[config.mk]
export PLATFORM = sky130hd
export DESIGN_NAME = id_stage
export DESIGN_NICKNAME = d
export VERILOG_FILES = /design/src/rtl/id_stage.sv
export SDC_FILE = /design/constraint.sdc
export NUM_CORES = 1
export LEC_CHECK = 0
export BUFFER_PORTS_ARGS = -buffer_cell sky130_fd_sc_hd__buf_2
export CAP_MARGIN = 20
export CORE_MARGIN = 8
export CORE_UTILIZATION = 46
export DETAILED_ROUTE_END_ITERATION = 8
export HOLD_SLACK_MARGIN = 0.12
export PLACE_DENSITY_LB_ADDON = 0.2
export SKIP_LAST_GASP = 1
export SYNTH_ARGS = -nofsm -noshare
export SYNTH_HDL_FRONTEND = slang
export SYNTH_SLANG_ARGS = --single-unit
export TNS_END_PERCENT = 50
[constraint.sdc]
create_clock -name clk -period 2.3 [get_ports clk]
set_clock_uncertainty 0.1 [all_clocks]
set_input_delay 0 -clock clk [delete_from_list [all_inputs] [get_ports clk]]
set_output_delay 0 -clock clk [all_outputs]
set_load 0.1 [all_outputs]
[src/rtl/id_stage.sv]
// Decode / issue stage in front of the 8-bit ALU.
// Collects one- or two-byte instructions from fetch and reads the 4x8 register
// file, bypassing writeback data in the same cycle. A per-register pending
// scoreboard blocks issue on RAW and WAW hazards. The stage then presents a
// registered issue slot to execute over a valid/ready handshake.
module id_stage (
  input  logic       clk,
  input  logic       rst_n,
  input  logic       if_valid,
  input  logic [7:0] if_instr,
  output logic       if_ready,
  output logic       ex_valid,
  input  logic       ex_ready,
  output logic [3:0] ex_op,
  output logic [7:0] ex_s1,
  output logic [7:0] ex_s2,
  output logic [7:0] ex_imm,
  output logic [1:0] ex_rd,
  output logic       ex_wen,
  input  logic       wb_en,
  input  logic [1:0] wb_rd,
  input  logic [7:0] wb_data
);

  typedef enum logic [1:0] {
    S_FETCH = 2'd0,
    S_IMM   = 2'd1,
    S_ISSUE = 2'd2
  } state_t;

  localparam logic [3:0] OP_NOP     = 4'h0;
  localparam logic [3:0] OP_ADD     = 4'h1;
  localparam logic [3:0] OP_SUB     = 4'h2;
  localparam logic [3:0] OP_NAND    = 4'h3;
  localparam logic [3:0] OP_SHL     = 4'h4;
  localparam logic [3:0] OP_SHR     = 4'h5;
  localparam logic [3:0] OP_OUT     = 4'h6;
  localparam logic [3:0] OP_IN      = 4'h7;
  localparam logic [3:0] OP_MOV     = 4'h8;
  localparam logic [3:0] OP_STORE   = 4'hE;
  localparam logic [3:0] OP_LOADIMM = 4'hF;

  state_t      state;
  state_t      state_next;

  // Instruction byte and immediate held while the instruction waits to issue.
  logic [7:0]  ir_p0;
  logic [7:0]  imm_p0;

  logic [7:0]  regs [4];
  logic [3:0]  pend;

  logic [3:0]  ir_op;
  logic [1:0]  ir_ra;
  logic [1:0]  ir_rb;

  logic [3:0]  dec_op;
  logic        dec_rd_a;
  logic        dec_rd_b;
  logic        dec_wen;

  logic        fetch_acc;
  logic [3:0]  wb_clr;
  logic [3:0]  pend_eff;
  logic [3:0]  pend_set;
  logic        hazard;
  logic        slot_free;
  logic        issue;
  logic [7:0]  s1_byp;
  logic [7:0]  s2_byp;

  assign ir_op     = ir_p0[7:4];
  assign ir_ra     = ir_p0[3:2];
  assign ir_rb     = ir_p0[1:0];

  assign if_ready  = (state != S_ISSUE);
  assign fetch_acc = if_valid && if_ready;

  // Opcode decode: which ports are read, whether ra is written, and the op
  // code handed to the ALU (undefined opcodes collapse to a NOP).
  always_comb begin
    dec_op   = OP_NOP;
    dec_rd_a = 1'b0;
    dec_rd_b = 1'b0;
    dec_wen  = 1'b0;
    case (ir_op)
      OP_ADD, OP_SUB, OP_NAND: begin
        dec_op   = ir_op;
        dec_rd_a = 1'b1;
        dec_rd_b = 1'b1;
        dec_wen  = 1'b1;
      end
      OP_SHL, OP_SHR: begin
        dec_op   = ir_op;
        dec_rd_a = 1'b1;
        dec_wen  = 1'b1;
      end
      OP_OUT: begin
        dec_op   = ir_op;
        dec_rd_a = 1'b1;
      end
      OP_IN: begin
        dec_op   = ir_op;
        dec_wen  = 1'b1;
      end
      OP_MOV: begin
        dec_op   = ir_op;
        dec_rd_b = 1'b1;
        dec_wen  = 1'b1;
      end
      OP_STORE: begin
        dec_op   = ir_op;
        dec_rd_a = 1'b1;
        dec_rd_b = 1'b1;
      end
      OP_LOADIMM: begin
        dec_op   = ir_op;
        dec_wen  = 1'b1;
      end
      default: begin
        dec_op   = OP_NOP;
      end
    endcase
  end

  // Hazard detection: a register being written back this cycle no longer
  // counts as pending, and its value is taken from the bypass below.
  always_comb begin
    wb_clr    = wb_en ? (4'b0001 << wb_rd) : 4'b0000;
    pend_eff  = pend & ~wb_clr;
    hazard    = (dec_rd_a && pend_eff[ir_ra]) ||
                (dec_rd_b && pend_eff[ir_rb]) ||
                (dec_wen  && pend_eff[ir_ra]);
    slot_free = !ex_valid || ex_ready;
    issue     = (state == S_ISSUE) && !hazard && slot_free;
    pend_set  = (issue && dec_wen) ? (4'b0001 << ir_ra) : 4'b0000;
  end

  // Write-through operand read: same-cycle writeback to a source wins over
  // the stored register value.
  always_comb begin
    s1_byp = regs[ir_ra];
    s2_byp = regs[ir_rb];
    if (wb_en && (wb_rd == ir_ra)) begin
      s1_byp = wb_data;
    end
    if (wb_en && (wb_rd == ir_rb)) begin
      s2_byp = wb_data;
    end
  end

  // FSM next state: fetch opcode byte, optionally the immediate, then issue.
  always_comb begin
    state_next = state;
    case (state)
      S_FETCH: begin
        if (fetch_acc) begin
          state_next = (if_instr[7:4] == OP_LOADIMM) ? S_IMM : S_ISSUE;
        end
      end
      S_IMM: begin
        if (fetch_acc) begin
          state_next = S_ISSUE;
        end
      end
      S_ISSUE: begin
        if (issue) begin
          state_next = S_FETCH;
        end
      end
      default: begin
        state_next = S_FETCH;
      end
    endcase
  end

  // FSM state register; reset discards any half-received LOADIMM.
  always_ff @(posedge clk or negedge rst_n) begin
    if (!rst_n) begin
      state <= S_FETCH;
    end else begin
      state <= state_next;
    end
  end

  // Latch the opcode byte in S_FETCH and the immediate byte in S_IMM.
  always_ff @(posedge clk or negedge rst_n) begin
    if (!rst_n) begin
      ir_p0  <= '0;
      imm_p0 <= '0;
    end else if (fetch_acc) begin
      if (state == S_IMM) begin
        imm_p0 <= if_instr;
      end else begin
        ir_p0  <= if_instr;
      end
    end
  end

  // Register file, written only by the writeback port.
  always_ff @(posedge clk or negedge rst_n) begin
    if (!rst_n) begin
      for (int i = 0; i < 4; i++) begin
        regs[i] <= '0;
      end
    end else if (wb_en) begin
      regs[wb_rd] <= wb_data;
    end
  end

  // Scoreboard: writeback clears, issue of a writer sets; set wins on a tie.
  always_ff @(posedge clk or negedge rst_n) begin
    if (!rst_n) begin
      pend <= '0;
    end else begin
      pend <= (pend & ~wb_clr) | pend_set;
    end
  end

  // Issue slot: loads on issue, empties when consumed, otherwise holds.
  always_ff @(posedge clk or negedge rst_n) begin
    if (!rst_n) begin
      ex_valid <= 1'b0;
      ex_op    <= '0;
      ex_s1    <= '0;
      ex_s2    <= '0;
      ex_imm   <= '0;
      ex_rd    <= '0;
      ex_wen   <= 1'b0;
    end else if (issue) begin
      ex_valid <= 1'b1;
      ex_op    <= dec_op;
      ex_s1    <= s1_byp;
      ex_s2    <= s2_byp;
      ex_imm   <= (ir_op == OP_LOADIMM) ? imm_p0 : 8'h00;
      ex_rd    <= ir_ra;
      ex_wen   <= dec_wen;
    end else if (ex_ready) begin
      ex_valid <= 1'b0;
    end
  end

endmodule

Word level (Yosys, flattened, before mapping). Cells that the tools add are included.

Bits in registers: 86. Logic and storage cells: 102.

Magnitude comparators: 6. Eq/ne operators: 19. Shift operators: 2. Muxes and demuxes: 29. Bitwise operators: 7. Reduce and logical (&&, ||, !) cells: 24.

Operators with widths (number): 8-bit two-way mux (8); 8-bit binary-select mux with 2-bit select (2); 32-bit bitwise mux (1); 8-bit demux with 2-bit select (1); 4-bit by 3-bit equality test with 1-bit output (second input constant) (4); 4-bit equality test (second input constant) (4); 4-bit two-way mux (3); 1-bit logical AND (10); 10-bit OR reduction (1); 3-bit >= comparator (second input constant) (3); 2-bit inverter with 3-bit output (3); 4-bit by 2-bit equality test with 1-bit output (second input constant) (2); 2-bit two-way mux (4); 2-bit != test (second input constant) (4); 8-bit OR reduction (1); 1-bit by 2-bit left shift with 4-bit output (first input constant) (2); 1-bit two-way mux (7); 7-bit OR reduction (1); 2-bit by 3-bit less-than comparator with 1-bit output (second input constant) (2); 2-bit case mux with 3 select lines (1); 5-bit OR reduction (1); 4-bit bitwise AND (1); 1-bit binary-select mux with 2-bit select (2); 2-bit equality test (2); 13 further kinds (17).

Depth between registers and ports, before layout.
Depth after elaboration: 15. Depth in mapped cells: 11. Mapped depth without buffers: 6.

Worst setup path before layout. No wires, ideal clock.

Kind: register to register. Start point: register ir_p0[3]. End point: register ex_s1[7]. Data arrival time: 2.131 ns. Slack: -0.060 ns. Stages on the path, launching flop included: 11. Buffers on the path: 4. Clock period less this slack: 2.360 ns. Cell sequence: dfrtp_1 clkbuf_1 xnor2_1 and3_1 o21ai_0 and3_1 clkbuf_1 or3_1 buf_4 buf_6 mux2_1.

Word-level cells in the longest chain between the ends: 8. Elaborated cells between the ends (all ways): 16. Those cells by class: eq/ne: 1; mux: 6; bitwise: 1; reduce/logical: 8.

Ends and longest elaborated chain: start, declared (RTL line 47) `logic [7:0] ir_p0;`; start signal, assigned (RTL line 195) `ir_p0 <= if_instr;`; 1-bit binary-select mux with 2-bit select (RTL line 131, 133); 1-bit two-way mux (not written as such) (RTL line 131, 133); 1-bit logical AND (RTL line 131) `hazard = (dec_rd_a && pend_eff[ir_ra]) ||`; 1-bit logical OR (RTL line 131); 1-bit logical OR (RTL line 132) `(dec_rd_b && pend_eff[ir_rb]) ||`; 1-bit zero test (RTL line 135) `issue = (state == S_ISSUE) && !hazard && slot_free;`; 1-bit logical AND (2 in series) (RTL line 135); end signal, assigned (RTL line 233) `ex_s1 <= s1_byp;`; end, declared (RTL line 15) `output logic [7:0] ex_s1,`.

Several ways; a longest one is shown, not always the timed one. The select of a mux whose other input is x is not followed. A chain may end at the register's enable or synchronous reset.

Worst setup path after layout.
Start point: input port wb_rd[1]. End point: register ex_s2[7].

Word-level cells in the longest chain between the ends: 12. Elaborated cells between the ends (all ways): 19. Those cells by class: eq/ne: 1; shift: 1; mux: 6; bitwise: 2; reduce/logical: 9.

Ends and longest elaborated chain: start, declared (RTL line 21) `input logic [1:0] wb_rd,`; 1-bit by 2-bit left shift with 4-bit output (RTL line 129) `wb_clr = wb_en ? (4'b0001 << wb_rd) : 4'b0000;`; 4-bit two-way mux (RTL line 129); 4-bit inverter (RTL line 130) `pend_eff = pend & ~wb_clr;`; 4-bit bitwise AND (RTL line 130); 1-bit binary-select mux with 2-bit select, on equally long branches (RTL line 131, 133, 132); 1-bit two-way mux, on equally long branches (RTL line 131, 133, 132); 1-bit logical AND, on equally long branches (RTL line 131, 132); 1-bit logical OR (RTL line 131); 1-bit logical OR (RTL line 132); 1-bit zero test (RTL line 135); 1-bit logical AND (2 in series) (RTL line 135); end signal, assigned (RTL line 234) `ex_s2 <= s2_byp;`; end, declared (RTL line 16) `output logic [7:0] ex_s2,`.

Several ways; a longest one is shown, not always the timed one. The select of a mux whose other input is x is not followed.

==> impl_metrics.ini <==
[run_status]
status = finished clean

[finish]
nFillCells = 713
fin_nets = 424
multi_input_area_um2 = 1910
fin_area_um2 = 5180
diodes = 0
syn_to_final_growth_pct = 24.6
regArea_um2 = 2150
drive_above_1_share = 0.500

[timing]
timing.final.ws_setup_ns = 0.0379
max_slew_margin = 0.574
setup_viol = 0
fin_crit_sh = 0.984
fmax_ghz = 0.442
hold_viol_final = 0
drv_slew = 0
tightest_slew_ns = 0.636
min_period_ns = 2.26

[floorplan]
ios = 56
initial_core_util = 0.475
chipHeight_um = 111
core_um2 = 8760
fp.dieW_um = 111
die_area_um2 = 12300
row_count = 34

[logic_synthesis]
postSynth.asyncResetShare = 1.00
yosysWarningCount = 0
syn_nets = 327
synth_xor_area_frac = 0.00842
synth_top_area_cell = dfrtp_1
ys_ff_latch = 86
muxShareOfSynthArea = 0.324
synth_cell_types = 32
yosysSeqAreaShare = 0.517
synth_area_leaders = dfrtp_1, mux2_2, mux4_2
synth_simple_gate_area_share = 0.0584
synth_flop_cell = dfrtp_1
synth_edf_count = 0
synth.avg_cell_area_um2 = 13.7
syn-cell-area_um2 = 4160
yosysTopAreaCellShare = 0.517
synthCells = 304
yosys.area_share.adder = 0
synth_top_family_by_area = multiplexers
synth-compound-area-share = 0.0638

[clocking]
clk_latency_ns = 0.36
cts_buffer_depth = 2
cts_tree = yes
cts-root-buf = clkbuf_8
cts_made_buffers = 9
cts_sinks = 86
cts.clk_slew.worst_paths_ns = 0.08
h-tree-depth = 3

[global_route]
grt_overflow_total = 0
grt_use_total = 0.155
grt_pass1_vias = 2925
grt_max_degree = 54
antenna_found_initial = 0
grt_pass1_wl_um = 15400

[placement]
dpl_cell_area_um2 = 4660
place_congestion = 0.794
dp_hpwl_um = 6330
port_buffers = 55
place_ws_ns = 0.0480

[hold_path]
worstHoldPathType = input pin to flop

[routing]
vias = 2833
first_iter_violations = 111
drcViolationCount = 0
dr.pass1.iters = 4
routed_wl_um = 9490
wl_per_cell_um = 18.5
ant_nets = 0
vias_per_cell = 5.51

[worst_setup_path]
endpoint_kind = flop
critPathLaunchType = input pin
required_ns = 2.44
worst_ep_arrival_time_ns = 2.40
cp_max_fo = 29
worstSetupPathType = input pin to flop

[flow_run]
cap_violations = 0
==> state kept, by name (all words and copies together), names as in the netlist, 2 cells and up <==
| name | flops |
|---|---|
| ex_rd | 2 |
| pend | 4 |
| ex_imm | 8 |
| ex_op | 4 |
| regs | 32 |
| ex_s2 | 8 |
| ex_s1 | 8 |
| state | 2 |
| ir_p0 | 8 |
| imm_p0 | 8 |
==> area by class of cell <==
cell class	instances	share of cell area
clock buffers	12	0.0319
clock inverters	4	0.0104
inverters	3	0.00217
multi-input cells	195	0.368
flip-flops and latches	86	0.416
well taps	108	0.0261
repair buffers	106	0.146
==> cell usage in the layout (no fill, tap or decap), types with 3 or more instances in the layout <==
master         Yosys  layout
buf_12             0       3
xnor2_1            4       3
dlygate4sd3_1      0      24
dfrtp_1           86      84
buf_4              1      25
mux2_2            82      82
clkbuf_8           0      12
buf_2              3      54
o21ai_0           16      16
inv_1              3       3
nand2b_1           6       6
o31ai_1           15      15
nand3_1            5       5
nor2_1             6       6
a21oi_1            3       3
nand2_1           19      19
mux4_2            17      17
nand3b_1           4       4
mux2i_1            3       3
==> kinds of logic after synthesis <==
kind of cell,count (synthesis)
mux,103
simple gates,47
xor+xnor,4
buf+inv,23
flops,86
compound gates,41
==> critical path, cell delays in order <==
cell	delay, ns
buf_2	0.19
nand3b_1	0.16
dlygate4sd3_1	0.57
nand2_1	0.09
mux4_2	0.46
nor2_1	0.15
or3_1	0.20
buf_12	0.21
mux2_2	0.35
==> per-layer routing <==
metal	track usage	part of all wire	vias up
met2	0.249	0.47	50
met1	0.203	0.47	1439
met3	0.0308	0.038	11
met5	0	0	-
li1	-	-	1333
met4	0.0560	0.013	0
==> per-stage QoR <==
step                      TNS [ns]  std cells  hold WS (ns)   util
after detailed placement         0        471        -0.108  0.532
after global routing        -0.841        514         0.201  0.592
after global placement           0        471        -0.113  0.532
final                            0        514         0.182  0.592
after CTS                        0        512         0.165  0.586
after floorplan                  0        304        -0.396      -
==> synth_stat cells (all sizes together) (3+ instances only) <==
| library cell | n |
|---|---|
| buf | 9 |
| nand3b | 4 |
| o21ai | 16 |
| mux2i | 3 |
| nor2 | 6 |
| inv | 3 |
| a21oi | 3 |
| o31ai | 15 |
| xnor2 | 4 |
| nand2 | 19 |
| clkbuf | 11 |
| nand3 | 5 |
| mux2 | 83 |
| nand2b | 6 |
| dfrtp | 86 |
| mux4 | 17 |
==> worst paths after layout <==
check	from	endpoint	slack [ns]	cells after the start
min in group asynchronous	rst_n	ex_s2[3]$_DFFE_PN0P_	0.59	4
worst max register to register	ir_p0[3]$_DFFE_PN0P_	ex_s1[7]$_DFFE_PN0P_	0.12	7
max in group asynchronous	rst_n	ir_p0[3]$_DFFE_PN0P_	1.20	4
worst max-delay path	wb_rd[1]	ex_s2[7]$_DFFE_PN0P_	0.04	9
worst min register to register	ex_s2[2]$_DFFE_PN0P_	ex_s2[2]$_DFFE_PN0P_	0.40	1
worst min-delay path	wb_en	regs[13]$_DFFE_PN0P_	0.18	4
==> timing repair <==
item / CTS / global route
hold buffers: 25 / 0
hold endpoints to repair: 157 / 0
gates resized for setup: 0 / 7
endpoints found under the setup margin: 0 / 23
buffers inserted: 0 / 2
Power is left out: the tool's default activity adds up to more than one toggle a clock period on the data nets, which glitch-free logic cannot reach.
